File: config.mk
export PLATFORM = sky130hd
export DESIGN_NAME = verde_frame_ctrl
export DESIGN_NICKNAME = d
export VERILOG_FILES = /design/src/rtl/verde_frame_ctrl.sv
export SDC_FILE = /design/constraint.sdc
export NUM_CORES = 1
export LEC_CHECK = 0
export CAP_MARGIN = 10
export CORE_ASPECT_RATIO = 1.5
export CORE_MARGIN = 10
export CORE_UTILIZATION = 57
export CTS_CLUSTER_DIAMETER = 100
export DETAILED_ROUTE_END_ITERATION = 7
export PLACE_DENSITY = 0.83
export RECOVER_POWER = 50
export SYNTH_ARGS = -nofsm -noshare
export SYNTH_HDL_FRONTEND = slang
export SYNTH_SLANG_ARGS = --single-unit
File: constraint.sdc
create_clock -name PCLK -period 2.9 [get_ports PCLK]
set_input_delay 0.29 -clock PCLK [delete_from_list [all_inputs] [get_ports PCLK]]
set_output_delay 0.29 -clock PCLK [all_outputs]
set_load 0.01 [all_outputs]
File: src/rtl/verde_frame_ctrl.sv
// verde_frame_ctrl: camera byte assembly, pixel strobing and per-frame green statistics.
module verde_frame_ctrl #(
    parameter int H_ACTIVE   = 640,
    parameter int V_ACTIVE   = 480,
    parameter int MIN_PIXELS = 64
) (
    input  logic        PCLK,
    input  logic        rst_n,
    input  logic        VSYNC,
    input  logic        HREF,
    input  logic [7:0]  D,
    input  logic        enable,
    input  logic        verde,
    output logic        e_pix,
    output logic [7:0]  Y_o,
    output logic [7:0]  Cb_o,
    output logic [7:0]  Cr_o,
    output logic        frame_done,
    output logic [18:0] green_count,
    output logic [9:0]  x_min,
    output logic [9:0]  x_max,
    output logic [9:0]  y_min,
    output logic [9:0]  y_max,
    output logic        found
);
    typedef enum logic [2:0] {IDLE, WAIT_FRAME, ACTIVE, FLUSH, LATCH} state_t;
    state_t state;
    logic        vsync_q, href_q, v_valid;
    logic [1:0]  phase;
    logic [9:0]  col, line, e_col, e_line, v_col, v_line;
    logic [7:0]  cb_r, y0_r, cr_r;
    logic [18:0] acc_cnt;
    logic [9:0]  ax_min, ax_max, ay_min, ay_max;
    logic        vs_rise, vs_fall, href_fall, slot, emit, hit;
    always_comb begin
        vs_rise   = VSYNC & ~vsync_q;
        vs_fall   = ~VSYNC & vsync_q;
        href_fall = ~HREF & href_q;
        slot      = (state == ACTIVE) && HREF && !VSYNC && phase[1];
        emit      = slot && (col < 10'(H_ACTIVE)) && (line < 10'(V_ACTIVE));
        hit       = v_valid && verde && (state == ACTIVE || state == FLUSH);
    end
    always_ff @(posedge PCLK) begin
        if (!rst_n) begin
            state       <= IDLE;
            vsync_q     <= 1'b0;
            href_q      <= 1'b0;
            phase       <= '0;
            col         <= '0;
            line        <= '0;
            cb_r        <= '0;
            y0_r        <= '0;
            cr_r        <= '0;
            e_pix       <= 1'b0;
            Y_o         <= '0;
            Cb_o        <= '0;
            Cr_o        <= '0;
            e_col       <= '0;
            e_line      <= '0;
            v_valid     <= 1'b0;
            v_col       <= '0;
            v_line      <= '0;
            acc_cnt     <= '0;
            ax_min      <= '1;
            ax_max      <= '0;
            ay_min      <= '1;
            ay_max      <= '0;
            frame_done  <= 1'b0;
            green_count <= '0;
            x_min       <= '0;
            x_max       <= '0;
            y_min       <= '0;
            y_max       <= '0;
            found       <= 1'b0;
        end else begin
            vsync_q    <= VSYNC;
            href_q     <= HREF;
            frame_done <= 1'b0;
            e_pix      <= emit;
            v_valid    <= e_pix;
            v_col      <= e_col;
            v_line     <= e_line;
            phase      <= (state == ACTIVE && HREF) ? phase + 2'd1 : 2'd0;
            if (state == ACTIVE && HREF) begin
                if (phase == 2'd0) cb_r <= D;
                if (phase == 2'd1) y0_r <= D;
                if (phase == 2'd2) cr_r <= D;
            end
            // phase 2 carries Cr on the bus, phase 3 carries Y1
            if (emit) begin
                Y_o    <= phase[0] ? D : y0_r;
                Cb_o   <= cb_r;
                Cr_o   <= phase[0] ? cr_r : D;
                e_col  <= col;
                e_line <= line;
            end
            if (slot && col < 10'(H_ACTIVE)) col <= col + 10'd1;
            if (state == ACTIVE && href_fall) begin
                col <= '0;
                if (line < 10'(V_ACTIVE)) line <= line + 10'd1;
            end
            if (hit) begin
                acc_cnt <= acc_cnt + {18'd0, ~&acc_cnt};
                ax_min  <= (v_col < ax_min) ? v_col : ax_min;
                ax_max  <= (v_col > ax_max) ? v_col : ax_max;
                ay_min  <= (v_line < ay_min) ? v_line : ay_min;
                ay_max  <= (v_line > ay_max) ? v_line : ay_max;
            end
            case (state)
                IDLE:       if (VSYNC) state <= WAIT_FRAME;
                WAIT_FRAME: if (vs_fall && enable) begin
                    state   <= ACTIVE;
                    col     <= '0;
                    line    <= '0;
                    acc_cnt <= '0;
                    ax_min  <= '1;
                    ax_max  <= '0;
                    ay_min  <= '1;
                    ay_max  <= '0;
                end
                ACTIVE:     if (vs_rise) state <= FLUSH;
                FLUSH:      state <= LATCH;
                LATCH: begin
                    state       <= WAIT_FRAME;
                    frame_done  <= 1'b1;
                    green_count <= acc_cnt;
                    x_min       <= ax_min;
                    x_max       <= ax_max;
                    y_min       <= ay_min;
                    y_max       <= ay_max;
                    found       <= acc_cnt >= 19'(MIN_PIXELS);
                end
                default:    state <= IDLE;
            endcase
        end
    end
endmodule

# Word-level counts from Yosys, hierarchy flattened
# Cells that the tools add are included.
word_totals:
  regBits: 237
  inputBits: 14
  out_inout_bits: 86
  wordCells: 110
op_classes:
  addsub: 4
  order_cmp: 7
  eq_ne: 9
  muxes: 34
  n_bitwise: 6
  n_reduce_logical: 20
op_table:
  columns: ["cell", "count"]
  rows:
  - ["$mux 10", 24]
  - ["$mux 19", 3]
  - ["$add 10x1->10 const B", 2]
  - ["$gt 10x10->1", 2]
  - ["$lt 10x10->1", 2]
  - ["$add 19x1->19", 1]
  - ["$ge 19x7->1 const B", 1]
  - ["$reduce_and 19->1", 1]
  - ["$mux 8", 2]
  - ["$pmux 3 s5", 1]
  - ["$lt 10x10->1 const B", 1]
  - ["$lt 10x9->1 const B", 1]
  - ["$logic_and 1x1->1", 9]
  - ["$mux 3", 3]
  - ["$reduce_and 2->1", 4]
  - ["$eq 3x2->1 const B", 2]
  - ["$ne 2x2->1 const B", 3]
  - ["$and 1x1->1", 3]
  - ["$eq 3x1->1 const B", 1]
  - ["$eq 3x3->1 const B", 1]
  - ["$logic_not 3->1", 1]
  - ["$not 1->1", 3]
  - ["$reduce_and 3->1", 1]
  - ["$add 2x1->2 const B", 1]
  - ["6 further kinds", 7]

# Longest topological paths before layout
# Gate-level depths: netlist of the first run.
depth:
  depth_word: 9
  mapped_depth: 12
  mapped_depth_nobuf: 10

# Least setup slack after synthesis of the first run
# OpenSTA, ideal clock, no wires.
synth_path:
  path_kind: "register to register"
  start: "reg acc_cnt[6]"
  end: "reg acc_cnt[8]"
  setup_time_ns: 0.070
  arrival_time_ns: 2.130
  t_required_ns: 2.830
  setup_slack_ns: 0.700
  stages_incl_launch_ff: 12
  path_buffers: 2
  synth_period_minus_slack_ns: 2.200
  cell_sequence: "dfxtp_1 > and3_1 > nand4_1 > clkbuf_1 > nor3_1 > nand4_1 > ha_1 > ha_1 > nand4_1 > buf_2 > or3_1 > a21oi_1"
synth_between:
  elab_chain_len: 6
synth_rtl:
  columns: ["element", "line_no", "rtl"]
  rows:
  - ["from (decl)", "32", "logic [18:0] acc_cnt;"]
  - ["from (signal assigned)", "103", "acc_cnt <= acc_cnt + {18'd0, ~&acc_cnt};"]
  - ["$reduce_and 19->1", "103", null]
  - ["$logic_not 1->1", "103", null]
  - ["$add 19x1->19 *", "103", null]
  - ["$mux 19 *", "102", "if (hit) begin"]
  - ["$mux 19", "111", "WAIT_FRAME: if (vs_fall && enable) begin"]
  - ["$mux 19 *", "109", "case (state)"]
# Mark *: on every way between the ends. The rest lies on a longest branch, timed or not.
# A chain may end at the register's enable or synchronous reset.

# Worst setup path in the final report of the first run
layout_path:
  start: "reg ax_min[4]"
  end: "reg ax_min[9]"
layout_between:
  elab_chain_len: 5
layout_rtl:
  columns: ["element", "line_no", "rtl"]
  rows:
  - ["from (decl)", "33", "logic [9:0] ax_min, ax_max, ay_min, ay_max;"]
  - ["from (signal assigned)", "104", "ax_min <= (v_col < ax_min) ? v_col : ax_min;"]
  - ["$lt 10x10->1 *", "104", null]
  - ["$mux 10 *", "104", null]
  - ["$mux 10 *", "102", null]
  - ["$mux 10", "111", null]
  - ["$mux 10 *", "109", null]
# Marks and branches as above.

==> impl_metrics.env, run 1 <==
export IMPL_hold_depth=1
export IMPL_insertion_delay_ns=0.50
export IMPL_fillerInstances=1332
export IMPL_clkTransAtPathRegs_ns=0.06
export IMPL_ys_seq_area_share_pct=46.8
export IMPL_cp_buffers_inverters=1
export IMPL_r2r_start="ax_min[4]"
export IMPL_p_leak_nw=5.12
export IMPL_ff2ff_path_depth=6
export IMPL_cts_sink_count=237
export IMPL_synth_compound_area_share_pct=19.5
export IMPL_routed_wirelength_mm=22.6
export IMPL_rsz0062_at_grt="false"
export IMPL_numCtsBuffers=22
export IMPL_r2r_end="ax_min[9]"
export IMPL_hold_path_end="v_col[9]"
export IMPL_yosysWarnings=0
export IMPL_min_from="e_col[9]"
export IMPL_syn_area_per_cell_um2=8.89
export IMPL_grt_pass1_wl_mm=37.5
export IMPL_min_period_over_period_pct=93.1
export IMPL_initial_core_util_pct=58.2
export IMPL_synth_top_family_by_area="simple AND/OR/NAND/NOR gates"
export IMPL_num_io_pins=100
export IMPL_antenna_found_initial=0
export IMPL_path_cells="inv_1 > ha_1 > o21a_1 > o21ai_0 > o21ai_1 > a211o_1"
export IMPL_critPathSlowestCell="o21ai_0"
export IMPL_synth_mux_area_share_pct=1.68
export IMPL_portBuffers=99
export IMPL_cp_top_family="compound AO/OA/AOI/OAI gates"
export IMPL_core_area_um2=17400
export IMPL_critPathArrivalTime_ns=3.09
export IMPL_top_regs="acc_cnt: 19 flops, green_count: 19 flops"
export IMPL_cp_start_kind="flip-flop"
export IMPL_cts_path_max_buffers=3
export IMPL_htreeDepth=1
export IMPL_holdCritPathClass="flip-flop to flip-flop"
export IMPL_power_switching_mw=1.30
export IMPL_antennaDiodeCount=0
export IMPL_cts_hold_buf=0
export IMPL_grt_ovfl_total=0
export IMPL_grt_pass1_vias=7845
export IMPL_relSlewSlack_pct=-42.7
export IMPL_final_max_slew_viol_count=60
export IMPL_max_cap_violations=1
export IMPL_worstPathMaxFanout=11
export IMPL_ys_ff_latch=237
export IMPL_critical_path_class="flip-flop to flip-flop"
export IMPL_finalSetupViolCount=0
export IMPL_gp_congestion=0.896
export IMPL_status="finished, violations left"
export IMPL_tns_ns=0
export IMPL_cts_resized=0
export IMPL_end_kind="flip-flop"
export IMPL_num_nets_final=1271
export IMPL_root_buffer="clkbuf_16"
export IMPL_postSynth_asyncResetShare_pct=0
export IMPL_synthSimpleGateAreaFrac_pct=19.5
export IMPL_ys_flop_type="dfxtp_1"
export IMPL_post_synth_fa_ha_maj_area_fraction_pct=5.55
export IMPL_skew_ns=0.00724
export IMPL_die_area_um2=23600
export IMPL_die_x_um=129
export IMPL_timing_fmax_ghz=0.370
export IMPL_pwr_share_seq_pct=50.4
export IMPL_p_comb_share_pct=1.9
export IMPL_synth_cell_type_count=54
export IMPL_hold_viol=0
export IMPL_syn_to_final_growth_pct=18.7
export IMPL_seq_area_um2=4740
export IMPL_synth_xor_area_share_pct=2.16
export IMPL_violations="capacitance limit, slew limit"
export IMPL_synth_nets=1200
export IMPL_utilization_pct=69.1
export IMPL_internal_power_mw=5.18
export IMPL_multi_input_area_um2=4920
export IMPL_avgRoutedWirePerCell_um=15.7
export IMPL_grt_usage_pct=18.7
export IMPL_period_minus_slack_ns=2.70
export IMPL_synth_area_um2=10100
export IMPL_syn_inst=1141
export IMPL_p_per_area_nw_per_um2=538
export IMPL_critPathMaxStageDelay_ns=0.86
export IMPL_synth_edf_count=0
export IMPL_die_height_um=183
export IMPL_num_rows=59
export IMPL_drc=0
export IMPL_regToRegSetupSlack_ns=0.20
export IMPL_required_ns=3.29
export IMPL_vias=8135
export IMPL_clkPwrFrac_pct=47.8
export IMPL_post_cts_buffers=0
export IMPL_swShare_pct=20.0
export IMPL_worstMarginPinSlew_ns=2.14
export IMPL_drtIter0Drc=575
export IMPL_dpl_hpwl_mm=15.6
export IMPL_dr_pass1_iters=5
export IMPL_drive_gt1_share_pct=5.70
export IMPL_peakVddDrop_mv=0.532
export IMPL_antenna_left=0
export IMPL_cts_tree="built"
export IMPL_vias_per_cell=5.65
export IMPL_grt_max_degree=98
==> per-stage QoR <==
| stage | power (mW) | hold WS [ns] | setup WS, ns | std cells | instance area, µm² |
|---|---|---|---|---|---|
| after global routing | 6.65 | 0.470 | 0.0169 | 1441 | 12000 |
| after global placement | 3.46 | 0.431 | 0.366 | 1401 | 11300 |
| after floorplan | 3.41 | 0.412 | 0.700 | 1141 | 10100 |
| after detailed placement | 3.46 | 0.437 | 0.286 | 1401 | 11300 |
| final | 6.48 | 0.453 | 0.199 | 1441 | 12000 |
| after CTS | 6.53 | 0.291 | 0.270 | 1441 | 12000 |
==> area by class of cell <==
| type | count | share of cell area, % |
|---|---|---|
| sequential | 237 | 39.4 |
| timing repair buffer | 117 | 9.38 |
| inverter | 49 | 1.53 |
| clock buffer | 32 | 5.56 |
| tap | 213 | 2.21 |
| clock inverter | 8 | 1.01 |
| multi-input combinational | 785 | 40.9 |
==> cell usage in the layout, fill, tap and decap left out, types with 3 or more instances in the layout <==
cell type	synthesis	routed
xor2_1	11	11
a31oi_1	4	4
nand3_1	51	51
nor2_1	70	70
dlygate4sd3_1	0	86
dfxtp_1	237	237
or3_1	6	6
clkdlybuf4s50_1	0	12
nor3_1	10	10
clkbuf_8	0	6
and3_1	9	9
clkbuf_16	0	23
and4_1	7	7
a21boi_0	94	94
buf_4	4	16
a21oi_1	40	40
nand2b_1	7	7
nand4_1	14	14
clkinv_2	0	3
inv_1	49	49
xnor2_1	14	14
ha_1	45	45
nand2_1	205	204
o21ai_0	55	55
a211o_1	22	22
and2_0	0	10
bufinv_16	0	3
mux2i_1	17	17
o211a_1	36	36
clkbuf_1	45	4
a211oi_1	6	6
and2_1	28	17
==> worst reg2reg max path: cells and delay by family, from the launching register on <==
kind / cells / cell delay [ns]
compound gates: 4 / 1.91
flops: 1 / 0.35
fa+ha+maj: 1 / 0.27
buf+inv: 1 / 0.05
==> Yosys cell counts (9+ instances only) <==
library cell | instances | area share, %
buf_2 | 17 | 0.84
a21oi_1 | 40 | 2.0
mux2i_1 | 17 | 1.7
xor2_1 | 11 | 0.95
nand4_1 | 14 | 0.86
xnor2_1 | 14 | 1.2
o21ai_0 | 55 | 2.7
nor3_1 | 10 | 0.49
inv_1 | 49 | 1.8
dfxtp_1 | 237 | 47
clkbuf_1 | 45 | 1.7
o211a_1 | 36 | 3.6
nor2_1 | 70 | 2.6
a21boi_0 | 94 | 7.0
a211o_1 | 22 | 1.9
and3_1 | 9 | 0.55
and2_1 | 28 | 1.7
ha_1 | 45 | 5.6
nand2_1 | 205 | 7.6
nand3_1 | 51 | 2.5
==> per-layer routing <==
metal,vias to the layer above,share of wire [%],global-route usage (%)
li1,4078,-,-
met1,3854,41,21.1
met2,165,52,34.9
met3,38,5.0,3.06
met4,0,2.0,5.48
met5,-,0,0
==> power groups by stage <==
stage	clock [mW]	combinational, mW	sequential (mW)
floorplan	0	0.0716	3.34
global placement	0	0.120	3.34
detailed placement	0	0.122	3.34
CTS	3.15	0.121	3.26
global route	3.26	0.132	3.26
finish	3.09	0.122	3.26
==> worst max path at each step <==
stage | startpoint | end | slack [ns] | depth (start not counted)
6_report | ax_min[4] | ax_min[9] | 0.20 | 6
3_5_place_dp | ax_min[4] | ax_min[9] | 0.29 | 6
5_1_grt | ay_min[4] | ay_min[0] | 0.02 | 6
2_1_floorplan | acc_cnt[6] | acc_cnt[8] | 0.70 | 11
3_3_place_gp | ax_min[4] | ax_min[7] | 0.37 | 6
4_1_cts | ax_min[4] | ax_min[9] | 0.27 | 6
==> logic make-up (layout without fill, tap and decap cells) <==
logic type / count (synthesis) / count (layout)
adders and majority gates: 45 / 45
buffers and inverters: 119 / 206
xor gates and xnor gates: 25 / 25
muxes: 17 / 17
AOI/OAI and AO/OA: 274 / 274
DFF: 237 / 237
and+or+nand+nor: 424 / 424
(Power assumes the default switching activity.)
==> run 2, diff against run 1 <==
- REMOVE_ABC_BUFFERS: unset -> 1
==> run 2 against run 1 <==
Effect of this change: the run still ends with capacitance limit, slew limit left; utilization is 0.14 points lower; clock power is 2% lower; critical path depth is 4 higher; count of clock-buffer cells in the layout is 3 lower; total power is 1.2% lower; final cell count stayed put; die area stayed put; combinational power hardly changed; flip-flop and latch count stayed put; critical path type unchanged.
==> impl_metrics.env, run 2 (same netlist as run 1, synthesis figures left out) <==
export IMPL_status="finished, violations left"
export IMPL_violations="capacitance limit, slew limit"
export IMPL_p_leak_nw=5.09
export IMPL_critPathSlowestCell="dfxtp_1"
export IMPL_syn_to_final_growth_pct=18.4
export IMPL_ff2ff_path_depth=10
export IMPL_hold_path_end="e_pix"
export IMPL_period_minus_slack_ns=2.53
export IMPL_antenna_left=0
export IMPL_relSlewSlack_pct=-50.9
export IMPL_cts_resized=0
export IMPL_avgRoutedWirePerCell_um=15.3
export IMPL_antenna_found_initial=1
export IMPL_cts_path_max_buffers=3
export IMPL_dp_cells=1398
export IMPL_timing_fmax_ghz=0.396
export IMPL_num_rows=59
export IMPL_die_x_um=129
export IMPL_holdWs_ns=0.0721
export IMPL_end_kind="flip-flop"
export IMPL_grtUsageMet1_pct=21.4
export IMPL_postLayoutSetupSlackWorst_ns=0.372
export IMPL_layout_common_cells="dfxtp_1 (237), nand2_1 (204), a21boi_0 (94), dlygate4sd3_1 (87), nor2_1 (70)"
export IMPL_crit_top_cell="nand4_1"
export IMPL_critPathArrivalTime_ns=2.91
export IMPL_p_comb_share_pct=1.9
export IMPL_num_nets_final=1269
export IMPL_drive_gt1_share_pct=5.54
export IMPL_hold_viol=0
export IMPL_rsz0062_at_grt="false"
export IMPL_cts_sink_count=237
export IMPL_numCtsBuffers=23
export IMPL_die_height_um=183
export IMPL_met2_usage_pct=32.7
export IMPL_cp_top_family="simple AND/OR/NAND/NOR gates"
export IMPL_layout_commonest_cell="dfxtp_1"
export IMPL_grt_pass1_vias=8055
export IMPL_power_switching_mw=1.34
export IMPL_required_ns=3.28
export IMPL_vias_per_cell=5.73
export IMPL_worstMarginPinSlew_ns=2.26
export IMPL_top_usage_layer="met2"
export IMPL_finalSetupViolCount=0
export IMPL_r2r_start="acc_cnt[10]"
export IMPL_worstPathMaxFanout=11
export IMPL_pwr_share_seq_pct=51.0
export IMPL_post_cts_buffers=0
export IMPL_instances_no_fill=1441
export IMPL_skew_ns=0.0148
export IMPL_root_buffer="clkbuf_16"
export IMPL_holdCritPathClass="input port to flip-flop"
export IMPL_dr_pass1_iters=5
export IMPL_die_area_um2=23600
export IMPL_grt_ovfl_total=0
export IMPL_cp_start_kind="flip-flop"
export IMPL_grt_pass1_wl_mm=37.6
export IMPL_routed_wirelength_mm=22.1
export IMPL_internal_power_mw=5.06
export IMPL_drtIter0Drc=588
export IMPL_critPathMaxStageDelay_ns=0.45
export IMPL_insertion_delay_ns=0.51
export IMPL_cts_hold_buf=0
export IMPL_grt_usage_pct=18.5
export IMPL_grt_max_degree=149
export IMPL_p_per_area_nw_per_um2=533
export IMPL_cp_buffers_inverters=0
export IMPL_critical_path_class="flip-flop to flip-flop"
export IMPL_drc=0
export IMPL_initial_core_util_pct=58.2
export IMPL_vias=8257
export IMPL_dpl_hpwl_mm=14.9
export IMPL_final_max_slew_viol_count=149
export IMPL_gp_congestion=0.870
export IMPL_hold_depth=3
export IMPL_utilization_pct=69.0
export IMPL_clkTransAtPathRegs_ns=0.06
export IMPL_core_area_um2=17400
export IMPL_r2r_end="acc_cnt[14]"
export IMPL_dp_slack_ns=0.398
export IMPL_portBuffers=99
export IMPL_min_from="rst_n"
export IMPL_cts_tree="built"
export IMPL_regToRegSetupSlack_ns=0.37
export IMPL_path_cells="and4_1 > nand4_1 > nor3_1 > nand4_1 > ha_1 > ha_1 > nand4_1 > nor4_2 > xnor2_1 > nor2_1"
export IMPL_peakVddDrop_mv=0.556
export IMPL_clkPwrFrac_pct=47.1
export IMPL_htreeDepth=1
export IMPL_max_cap_violations=1
export IMPL_swShare_pct=20.9
export IMPL_min_period_over_period_pct=87.2
export IMPL_top_regs="acc_cnt: 19 flops, green_count: 19 flops"
export IMPL_tns_ns=0
export IMPL_num_io_pins=100
export IMPL_gr_usage_met3_pct=4.13
-- run 2: cell count changes in the layout (fill, tap and decap cells not counted), sizes merged --
cell	previous run	this run
buf	17	15
bufinv	3	2
clkbuf	34	30
clkdlybuf4s50	12	11
clkinv	4	7
clkinvlp	1	2
diode	0	1
dlygate4sd3	86	87
inv	49	51
-- run 2: worst max-delay path by stage --
stage                      startpoint          end  cells after the start
final                     acc_cnt[10]  acc_cnt[14]                     10
after global routing        ax_min[2]    ax_min[8]                      7
after detailed placement    ax_min[5]    ax_min[3]                      6
after global placement      ax_min[5]    ax_min[5]                      6
after floorplan              state[1]  acc_cnt[11]                      4
after CTS                 acc_cnt[10]  acc_cnt[14]                     10
-- run 2: power groups by stage --
stage / clock, mW / combinational (mW) / sequential (mW)
6_report: 3.02 / 0.121 / 3.26
5_1_grt: 3.20 / 0.131 / 3.26
4_1_cts: 3.08 / 0.120 / 3.26
3_5_place_dp: 0 / 0.119 / 3.34
3_3_place_gp: 0 / 0.118 / 3.34
2_1_floorplan: 0 / 0.0455 / 3.34
-- run 2: area by class of cell --
type	count	area [µm²]
antenna	1	2.50
clock buffer	29	638
clock inverter	13	134
fill	1359	5410
inverter	49	184
multi-input combinational	785	4900
sequential	237	4740
tap	213	267
timing repair buffer	114	1150
-- run 2: worst min-delay path: stages --
cell     delay (ns)
buf_4          0.16
nand2_1        0.06
inv_1          0.03
-- run 2: through the flow --
stage	instance area, µm²	power [mW]
global route	12000	6.59
global placement	11300	3.45
detailed placement	11300	3.46
finish	12000	6.40
CTS	12100	6.46
floorplan	9840	3.38
-- run 2: metal layers --
metal / wire length (µm) / up-vias / part of all wire [%]
li1: - / 4068 / -
met1: 9240 / 3936 / 42
met2: 11000 / 203 / 50
met3: 1360 / 50 / 6.2
met4: 531 / 0 / 2.4
met5: 0 / - / 0
